## config.mk

```make
export PLATFORM = sky130hd
export DESIGN_NAME = rv32_fetch_queue
export DESIGN_NICKNAME = d
export VERILOG_FILES = /design/src/rtl/rv32_fetch_queue.sv
export SDC_FILE = /design/constraint.sdc
export NUM_CORES = 1
export LEC_CHECK = 0
export BUFFER_PORTS_ARGS = -buffer_cell sky130_fd_sc_hd__buf_4
export CORE_MARGIN = 3
export CORE_UTILIZATION = 40
export CTS_BUF_LIST = sky130_fd_sc_hd__clkbuf_8
export DETAILED_ROUTE_END_ITERATION = 10
export PLACE_DENSITY = 0.57
export SKIP_CTS_REPAIR_TIMING = 1
export SYNTH_ARGS = -nofsm -noshare
export SYNTH_HDL_FRONTEND = slang
export SYNTH_SLANG_ARGS = --single-unit
export TNS_END_PERCENT = 5
```

## constraint.sdc

```tcl
create_clock -name clk -period 3.8 [get_ports clk]
set_input_delay 0.19 -clock clk [delete_from_list [all_inputs] [get_ports clk]]
set_output_delay 0.19 -clock clk [all_outputs]
set_load 0.02 [all_outputs]
```

## src/rtl/rv32_fetch_queue.sv

```systemverilog
// RV32I IF stage: owns the fetch PC and buffers {instr, pc} pairs ahead of decode.
// Optional same-cycle bypass on an empty queue is enabled by defining RV_FQ_BYPASS_EN.
module rv32_fetch_queue #(
    parameter int               XLEN     = 32,
    parameter int               DEPTH    = 4,
    parameter logic [XLEN-1:0]  RESET_PC = '0
) (
    input  logic                       clk,
    input  logic                       rst_n,
    input  logic                       redirect_i,
    input  logic [XLEN-1:0]            redirect_pc_i,
    output logic                       imem_req_o,
    output logic [XLEN-1:0]            imem_addr_o,
    input  logic [31:0]                imem_rdata_i,
    input  logic                       dec_ready_i,
    output logic                       dec_valid_o,
    output logic [31:0]                dec_instr_o,
    output logic [XLEN-1:0]            dec_pc_o,
    output logic [XLEN-1:0]            dec_pc4_o,
    output logic [$clog2(DEPTH):0]     fq_count_o
);
    localparam int AW = $clog2(DEPTH);
    localparam int CW = AW + 1;
    localparam logic [31:0] NOP = 32'h0000_0013;

    logic [AW-1:0]   rd_ptr;
    logic [AW-1:0]   wr_ptr;
    logic [CW-1:0]   count;
    logic [XLEN-1:0] fetch_pc;
    logic [31:0]     instr_q [DEPTH];
    logic [XLEN-1:0] pc_q    [DEPTH];

    logic not_empty;
    logic full;
    logic head_valid;
    logic bypass;
    logic pop;
    logic push;
    logic write;

    assign not_empty  = (count != '0);
    assign full       = (count == CW'(DEPTH));
    assign head_valid = not_empty & ~redirect_i;

`ifdef RV_FQ_BYPASS_EN
    assign bypass = ~not_empty & ~redirect_i & dec_ready_i;
`else
    assign bypass = 1'b0;
`endif

    assign pop   = head_valid & dec_ready_i;
    assign push  = ~redirect_i & (~full | pop);
    // A bypassed word goes straight to decode and never occupies a slot.
    assign write = push & ~bypass;

    assign imem_req_o  = push;
    assign imem_addr_o = fetch_pc;
    assign fq_count_o  = count;

    always_comb begin
        dec_valid_o = 1'b0;
        dec_instr_o = NOP;
        dec_pc_o    = '0;
        if (bypass) begin
            dec_valid_o = 1'b1;
            dec_instr_o = imem_rdata_i;
            dec_pc_o    = fetch_pc;
        end else if (head_valid) begin
            dec_valid_o = 1'b1;
            dec_instr_o = instr_q[rd_ptr];
            dec_pc_o    = pc_q[rd_ptr];
        end
    end

    assign dec_pc4_o = dec_pc_o + XLEN'(4);

    always_ff @(posedge clk or negedge rst_n) begin
        if (!rst_n) begin
            fetch_pc <= RESET_PC;
            rd_ptr   <= '0;
            wr_ptr   <= '0;
            count    <= '0;
        end else if (redirect_i) begin
            fetch_pc <= {redirect_pc_i[XLEN-1:2], 2'b00};
            rd_ptr   <= '0;
            wr_ptr   <= '0;
            count    <= '0;
        end else begin
            if (push) fetch_pc <= fetch_pc + XLEN'(4);
            if (write) wr_ptr <= wr_ptr + AW'(1);
            if (pop) rd_ptr <= rd_ptr + AW'(1);
            case ({write, pop})
                2'b10:   count <= count + CW'(1);
                2'b01:   count <= count - CW'(1);
                default: count <= count;
            endcase
        end
    end

    // Storage needs no reset: validity is carried entirely by count.
    always_ff @(posedge clk) begin
        if (write) begin
            instr_q[wr_ptr] <= imem_rdata_i;
            pc_q[wr_ptr]    <= fetch_pc;
        end
    end
endmodule

```

==> results of run 1 <==
==> metal layers <==
layer / track usage / part of all wire / up-vias
li1: - / - / 3531
met1: 0.235 / 0.43 / 3855
met2: 0.289 / 0.49 / 243
met3: 0.0442 / 0.057 / 42
met4: 0.0491 / 0.020 / 0
met5: 0 / 0 / -
==> registers in the layout (all words and copies together) (netlist names) <==
signal       count
rd_ptr           2
pc_q           120
wr_ptr           2
imem_addr_o     30
fq_count_o       3
instr_q        128
==> kinds of logic (layout without fill, tap and decap cells) <==
family | Yosys count | count (layout) | share of synthesized area
flops | 285 | 285 | 0.672
simple gates | 237 | 237 | 0.113
buf+inv | 69 | 375 | 0.0306
mux | 65 | 65 | 0.119
xor+xnor | 57 | 57 | 0.0401
compound gates | 39 | 39 | 0.0175
fa+ha+maj | 8 | 8 | 0.00803
other cells | 1 | 7 | 0.000301
==> power by group <==
group          switching [uW]  total [uW]  internal (uW)
sequential                190        3930           3740
combinational            1510        2680           1170
clock                    1150        2360           1200
==> final cells by class <==
type	count	area [um^2]	area share
sequential	285	8380	0.531
multi-input combinational	412	3750	0.238
timing repair buffer	274	2260	0.144
clock buffer	46	633	0.0402
tap	390	488	0.0309
clock inverter	39	191	0.0121
inverter	16	60.1	0.00381
antenna	1	2.50	0.000159
==> cell usage after synthesis (21+ instances only) <==
cell type / instances / area, um^2
nor2_1: 23 / 86.3
xnor2_1: 33 / 289
mux4_2: 47 / 1060
and3_1: 64 / 400
o21ai_0: 29 / 145
xor2_1: 24 / 210
nor4_1: 21 / 131
nand2_1: 51 / 191
clkbuf_1: 27 / 101
dfrtp_1: 37 / 926
edfxtp_1: 248 / 7450
==> per-stage QoR <==
| step | util | cells |
|---|---|---|
| after floorplan | - | 766 |
| after global placement | 0.474 | 1314 |
| after detailed placement | 0.474 | 1314 |
| after CTS | 0.501 | 1399 |
| after global routing | 0.522 | 1463 |
| final | 0.522 | 1463 |
==> worst max-delay path by stage <==
stage	startpoint	end	slack, ps	cells past startpoint
final	fq_count_o[0]	dec_pc4_o[26]	260	12
after global routing	fq_count_o[0]	dec_pc4_o[16]	30	12
after CTS	fq_count_o[0]	dec_pc4_o[25]	170	9
after detailed placement	fq_count_o[0]	dec_pc4_o[25]	760	9
after global placement	fq_count_o[0]	dec_pc4_o[27]	770	9
after floorplan	fq_count_o[0]	instr_q[0][0]	390	6
==> worst min-delay path: stages <==
cell     delay, ps
buf_4          140
nand2_1         70
xor2_1          60
nor2_1          80
==> out/metrics.yaml, run 1 <==
worst_setup_path:
  r2r_start: "fq_count_o[0]"
  slowest_delay_ps: 410
  cp.arrival_ps: 3350
  r2r_setup_slack_ps: 1240
  cp_slowest_cell: "dfrtp_1"
  worstPathMaxFanout: 8
  cp.required_ps: 3610
  path_class: "flip-flop to output port"
  worst_path_dominant_cell_family: "simple AND/OR/NAND/NOR gates"
  reg2reg_depth: 7
  reg2reg_to: "pc_q[1][15]"
  worstSetupEndpointType: "output port"
  worst-path-buf-inv: 4
  crit_path_cell_trace: "inv_1 -> ha_1 -> nand2b_2 -> nand2_1 -> inv_2 -> nand2_1 -> inv_1 -> ha_1 -> nand3_2 -> nor4b_2 -> xor2_1 -> buf_4"
  start_kind: "flip-flop"
synth:
  synth_seq_cells: 285
  ys_seq_area_frac: 0.672
  synth_warnings: 0
  async_flop_share: 0.130
  synth_edf_count: 248
  synth_flop_cell: "edfxtp_1"
  synthCells: 761
  synth_cell_types: 50
  netlist_area_um2: 12500
  syn_avg_cell_area_um2: 16.4
floorplanning:
  start_util: 0.413
  fp.coreArea_um2: 30200
  fp.dieArea_um2: 33300
  num_rows: 63
  io_pins: 201
  die_x_um: 183
  die-height_um: 183
clock_tree:
  clk_pin_slew_worst_paths_ps: 60
  cts_tree: "built"
  cts_buffers: 46
  ctsRootBufferMaster: "clkbuf_8"
  cts.path.max_buffers: 3
  clk_latency_ps: 550
  cts_sinks: 285
  cts_max_level: 2
routing:
  route.detailed.drc: 0
  ant_nets: 0
  vias: 7671
  drtIter0Drc: 486
  drtPass1Iterations: 7
  wl_per_cell_um: 20.6
  routed_wl_mm: 30.2
  post_drt_via_cell_ratio: 5.24
global_route:
  grt-ovfl-total: 0
  grt_start_max_net_pins: 68
  grt_pass1_vias: 7784
  grt_pass1_wl_mm: 45.6
  antenna_found_initial: 1
  grt_use_total: 0.176
worst_hold_path:
  min_path_type: "primary input to flip-flop"
  whs_endpoint: "rd_ptr[0]"
  min_path_cells: 4
  min_from: "dec_ready_i"
power_and_ir_drop:
  p_per_area_nw_per_um2: 569
  leakage_uw: 0.00606
  irDropWorstVdd_mv: 0.279
  totalPowerFinal_uw: 8960
sta:
  grt_setup_unrepaired: "no"
  setup_slack_ps: 259
  drv_slew: 0
  fmax_mhz: 282
  post-route-min-period_ps: 3540
  tightest_slew_ps: 672
  setup-violations-final: 0
  fin_hold_ws_ps: 43.3
  slew_headroom: 0.552
  final_hold_viol_count: 0
  tns_ps: 0
  fin_skew_ps: 15.4
  finalCritPeriodShare: 0.932
cells_and_area:
  drive_above_1_share: 0.317
  syn_to_final_growth_pct: 26.5
  n_fill_cell: 2566
  final_cell_mix: "248 x edfxtp_1, 207 x buf_4, 64 x and3_1"
  nets: 1111
  layout_commonest_cell: "edfxtp_1"
  final_area_um2: 15800
place:
  dp_hpwl_mm: 19.5
  place_area_um2: 14300
  routabilityCongestion: 0.773
  pre_cts_slack_ps: 759
  place.port_buffers: 192
job:
  drv_cap: 0
outcome:
  outcome: "finished, final reports clean"
(Power assumes the default switching activity.)
==> run 2, diff against run 1 <==
CORE_UTILIZATION = 59   (was 40)
PLACE_DENSITY = 0.8   (was 0.57)
==> run 2 against run 1 <==
Effect of this change: first-iteration DRC count grew 4.5%; combinational power down 1%; flip-flop and latch count did not move; worst hold slack improved by 5.8 ps; utilization rose by 24 points; via count rose by 2.0%; total power fell by 0.84%; cell count decreased by 8.5%; sequential power about the same; highest routed layer unchanged.
==> out/metrics.yaml, run 2 (same netlist as run 1, synthesis figures left out) <==
sta:
  finalCritPeriodShare: 0.947  # +0.0150
  tns_ps: 0  # unchanged
  setup_slack_ps: 202  # -57.0 ps
  grt_setup_unrepaired: "no"
  post-route-min-period_ps: 3600  # +57.0 ps
  final_hold_viol_count: 0  # unchanged
  slew_headroom: 0.509  # -0.0430
  tightest_slew_ps: 736  # +64.5 ps
  drv_slew: 0  # unchanged
  fin_skew_ps: 19.6  # +4.16 ps
  setup-violations-final: 0  # unchanged
  fmax_mhz: 278  # -1.6%
cells_and_area:
  largest_reg_flops: 128  # unchanged
  syn_to_final_growth_pct: 25.3
  layout_commonest_cell: "edfxtp_1"
  n_fill_cell: 1140  # -56%
  fin_cells: 1338  # -8.5%
  final_area_um2: 15600  # -0.94%
  drive_above_1_share: 0.310  # -0.00760
  nets: 1109  # -0.18%
  final_cell_mix: "248 x edfxtp_1, 202 x buf_4, 68 x dlygate4sd3_1"
  largest_register: "instr_q"
  final_util: 0.762  # +0.240
worst_setup_path:
  slowest_delay_ps: 560  # +150 ps
  worstSetupEndpointType: "output port"
  crit_path_cell_trace: "dlygate4sd3_1 -> buf_4 -> inv_2 -> nand2_1 -> inv_2 -> nand2_1 -> inv_1 -> ha_1 -> nand2_1 -> nor4b_1 -> xor2_1 -> buf_4"
  worst-path-buf-inv: 6  # +2
  worstPathMaxFanout: 32  # +24
  start_kind: "primary input"
  cp.arrival_ps: 3410  # +60 ps
  startpoint: "redirect_i"
  cp_slowest_cell: "dlygate4sd3_1"
  worst_path_dominant_cell_family: "buffers and inverters"
  crit_top_cell: "nand2_1"
  r2r_start: "fq_count_o[0]"
  path_class: "primary input to output port"
  cp.required_ps: 3610  # about the same
routing:
  wl_per_cell_um: 21.7  # +5.2%
  post_drt_via_cell_ratio: 5.85  # +12%
  vias: 7825  # +2.0%
  routed_wl_mm: 29.1  # -3.8%
  route.detailed.drc: 0  # unchanged
  drtPass1Iterations: 5  # -2
  drtIter0Drc: 508  # +4.5%
  ant_nets: 0  # unchanged
power_and_ir_drop:
  leakage_uw: 0.00602  # -0.70%
  combPwrFrac: 0.297  # -0.002
  irDropWorstVdd_mv: 0.438  # +57%
  p_per_area_nw_per_um2: 569  # +0.11%
  power.internal_uw: 6100  # -0.17%
  p_seq_frac: 0.444  # +0.005
  netSwitchingFraction: 0.313  # -0.00458
  p_clk_frac: 0.259  # -0.004
  switchingPower_uw: 2790  # -2.3%
floorplanning:
  io_pins: 201  # unchanged
  fp.dieArea_um2: 22900  # -31%
  die_x_um: 151  # -17%
  num_rows: 52  # -17%
  fp.coreArea_um2: 20500  # -32%
  start_util: 0.608  # +0.195
  die-height_um: 151  # -17%
outcome:
  outcome: "finished, final reports clean"
place:
  routabilityCongestion: 0.849  # +9.8%
  pre_cts_slack_ps: 822  # +63.2 ps
  place_area_um2: 14100  # -1.1%
  dp_hpwl_mm: 17.9  # -8.1%
  place.port_buffers: 192  # unchanged
  placed_cells: 1191  # -9.4%
clock_tree:
  ctsRootBufferMaster: "clkbuf_8"
  cts.path.max_buffers: 3  # unchanged
  cts_sinks: 285  # unchanged
  cts_tree: "built"
  cts_max_level: 2  # unchanged
  cts_buffers: 42  # -8.7%
  clk_pin_slew_worst_paths_ps: 60  # about the same
  clk_latency_ps: 550  # about the same
worst_hold_path:
  min_from: "dec_ready_i"
  min_path_type: "primary input to flip-flop"
job:
  drv_cap: 0  # unchanged
global_route:
  grt_pass1_vias: 7454  # -4.2%
  grt_start_max_net_pins: 63  # -7.4%
  grt_pass1_wl_mm: 42.0  # -8.0%
  grt-ovfl-total: 0  # unchanged
  grt_use_total: 0.243  # +0.0670
  antenna_found_initial: 1  # unchanged
run 2: cell count changes in the layout (fill, tap and decap cells not counted), moves of 2 or more:
cell,change
buf_4,-5
and2_2,+4
dlygate4sd3_1,+5
clkinv_1,+2
inv_1,-5
buf_12,+2
and2_4,-4
clkbuf_8,-3
clkinv_2,-3
run 2: through the flow:
step | total power (uW) | hold slack, ps
6_report | 8890 | 49.1
5_1_grt | 9290 | 77.4
4_1_cts | 8870 | -392
3_5_place_dp | 6590 | 193
3_3_place_gp | 6530 | 192
2_1_floorplan | 5660 | -106
run 2: final cells by class:
class / instances / area [um^2] / share of cell area
timing repair buffer: 276 / 2320 / 0.148
clock buffer: 43 / 592 / 0.0379
sequential: 285 / 8380 / 0.536
inverter: 16 / 60.1 / 0.00385
antenna: 2 / 5.00 / 0.000320
clock inverter: 34 / 195 / 0.0125
tap: 270 / 338 / 0.0216
multi-input combinational: 412 / 3730 / 0.239
run 2: layer usage:
metal / up-vias / wire, um / GRT usage
met1: 3839 / 11200 / 0.324
li1: 3531 / - / -
met5: - / 0 / 0
met2: 383 / 14400 / 0.387
met4: 0 / 862 / 0.0834
met3: 72 / 2640 / 0.0745
run 2: power by group through the flow:
stage	logic (uW)	clock network, uW	registers (uW)
after floorplan	1700	0	3960
after global placement	2540	0	3990
after detailed placement	2570	0	4020
after CTS	2580	2340	3950
after global routing	2820	2490	3980
final	2640	2300	3950
run 2: tightest hold or removal path, cell delays in order:
cell	delay [ps]
buf_4	140
nand2_1	70
xor2_1	70
nor2_1	80
run 2: final timing paths:
kind                                        end  depth (start not counted)  slack, ps
worst max-delay path              dec_pc4_o[16]                         12        200
worst min-delay path                  rd_ptr[0]                          4         50
worst max register to register   imem_addr_o[6]                          9       1050
worst min register to register      pc_q[1][31]                          0        550
max in group asynchronous             rd_ptr[0]                          2       3200
min in group asynchronous       imem_addr_o[10]                          2        190
==> run 3, diff against run 2 <==
CELL_PAD_IN_SITES_DETAIL_PLACEMENT = 1   (was not set)
CELL_PAD_IN_SITES_GLOBAL_PLACEMENT = 1   (was not set)
CORE_UTILIZATION = 49   (was 59)
PLACE_DENSITY = 0.79   (was 0.8)
==> run 3 against run 2 <==
Effect of this change: flip-flop and latch count did not move; largest cell class unchanged; critical path depth stayed put; critical endpoint is now dec_pc4_o[26]; first-iteration DRC count up 23%; critical path type is now flip-flop to output port.
==> out/metrics.yaml, run 3 (same netlist as run 1, synthesis figures left out) <==
power_and_ir_drop:
  irDropWorstVdd_mv: 0.423  # -3.4%
  leakage_uw: 0.00608  # +0.95%
  p_per_area_nw_per_um2: 591  # +3.8%
  totalPowerFinal_uw: 9300  # +4.7%
routing:
  drtIter0Drc: 627  # +23%
  post_drt_via_cell_ratio: 5.83  # -0.40%
  ant_nets: 0  # unchanged
  routed_wl_mm: 35.7  # +23%
  vias: 8126  # +3.8%
  drtPass1Iterations: 4  # -1
  route.detailed.drc: 0  # unchanged
  wl_per_cell_um: 25.6  # +18%
clock_tree:
  ctsRootBufferMaster: "clkbuf_8"
  cts_sinks: 285  # unchanged
  cts_buffers: 44  # +4.8%
  clk_latency_ps: 550  # about the same
  clk_pin_slew_worst_paths_ps: 60  # about the same
  cts_tree: "built"
  cts_max_level: 2  # unchanged
  cts.path.max_buffers: 3  # unchanged
floorplanning:
  io_pins: 201  # unchanged
  fp.dieArea_um2: 27400  # +20%
  fp.coreArea_um2: 24700  # +20%
  die-height_um: 165  # +9.3%
  start_util: 0.505  # -0.103
  num_rows: 57  # +9.6%
  die_x_um: 165  # +9.3%
global_route:
  grt_use_met2: 0.405  # +0.0182
  grt_pass1_wl_mm: 49.4  # +18%
  use_met3: 0.0599  # -0.0146
  grt_start_max_net_pins: 65  # +3.2%
  grt-ovfl-total: 0  # unchanged
  antenna_found_initial: 3  # +2
  grt_pass1_vias: 8232  # +10%
  grt.met1_usage: 0.313  # -0.0114
  top_usage_layer: "met2"
  grt_use_total: 0.240  # -0.00376
place:
  routabilityCongestion: 0.806  # -5.1%
  place_area_um2: 14200  # +0.35%
  placed_cells: 1246  # +4.6%
  dp_hpwl_mm: 21.2  # +18%
  place.port_buffers: 192  # unchanged
worst_setup_path:
  path_class: "flip-flop to output port"
  worstSetupEndpointType: "output port"
  worstPathMaxFanout: 8  # -75%
  cp.required_ps: 3610  # about the same
  cp.arrival_ps: 3420  # about the same
  start_kind: "flip-flop"
sta:
  slew_headroom: 0.469  # -0.0398
  final_hold_viol_count: 0  # unchanged
  finalCritPeriodShare: 0.950  # +0.00274
  fmax_mhz: 277  # -0.29%
  fin_skew_ps: 15.7  # -3.86 ps
  tns_ps: 0  # unchanged
  drv_slew: 0  # unchanged
  post-route-min-period_ps: 3610  # +10.4 ps
  setup-violations-final: 0  # unchanged
  tightest_slew_ps: 793  # +56.2 ps
cells_and_area:
  nets: 1109  # unchanged
  fin_cells: 1395  # +4.3%
  layout_commonest_cell: "edfxtp_1"
  largest_register: "instr_q"
  final_area_um2: 15800  # +0.85%
  syn_to_final_growth_pct: 26.4
  largest_reg_flops: 128  # unchanged
  final_cell_mix: "248 x edfxtp_1, 205 x buf_4, 64 x and3_1, 64 x dlygate4sd3_1, 51 x nand2_1"
  drive_above_1_share: 0.323  # +0.0132
worst_hold_path:
  min_path_type: "primary input to flip-flop"
outcome:
  outcome: "finished, final reports clean"
job:
  drv_cap: 0  # unchanged
## run 3: cell count changes in the layout (fill, tap and decap cells not counted), sizes merged
cell	previous run	this run
clkinvlp	2	0
bufinv	2	3
clkbuf	43	48
inv	35	32
buf	208	210
clkinv	11	15
dlygate4sd3	68	64
## run 3: path summary, 6_finish.rpt
| kind | from | end | slack (ps) | cells past startpoint |
|---|---|---|---|---|
| setup / recovery | fq_count_o[0] | dec_pc4_o[26] | 190 | 12 |
| hold / removal | dec_ready_i | rd_ptr[0] | 100 | 4 |
| setup reg to reg | fq_count_o[0] | instr_q[2][21] | 990 | 7 |
| hold reg to reg | imem_addr_o[31] | pc_q[1][31] | 610 | 0 |
| max in group asynchronous | rst_n | rd_ptr[0] | 3190 | 2 |
| min in group asynchronous | rst_n | imem_addr_o[10] | 180 | 2 |
## run 3: per-stage QoR
step | hold slack (ps) | utilization | worst slack (ps)
after floorplan | -106 | - | 390
after global placement | 198 | 0.575 | 587
after detailed placement | 196 | 0.575 | 510
after CTS | -388 | 0.611 | -119
after global routing | 106 | 0.638 | -5.65
final | 95.6 | 0.638 | 192
## run 3: cell type report
cell class / instances / area, um^2
sequential: 285 / 8380
tap: 324 / 405
fill: 2290 / 8930
clock buffer: 48 / 661
inverter: 16 / 60.1
multi-input combinational: 412 / 3740
clock inverter: 34 / 224
timing repair buffer: 274 / 2280
antenna: 2 / 5.00
## run 3: power breakdown
part	total (uW)	switching, uW	internal (uW)
Combinational	2730	1550	1170
Sequential	3980	238	3740
Clock	2600	1220	1380
## run 3: worst max-delay path, stage by stage (launching register included)
cell and delay (ps):
dfrtp_1 430, inv_1 60, ha_1 290, nand2b_2 160, nand2_1 190, inv_2 240
nand2_1 100, inv_1 100, ha_1 320, nand3_2 260, nor4b_2 370, xor2_1 180
buf_4 160
## run 3: routing by layer
metal / wire [um] / vias to the layer above
met5: 0 / -
met4: 947 / 0
met3: 2420 / 63
met2: 18400 / 341
met1: 13900 / 4199
li1: - / 3523
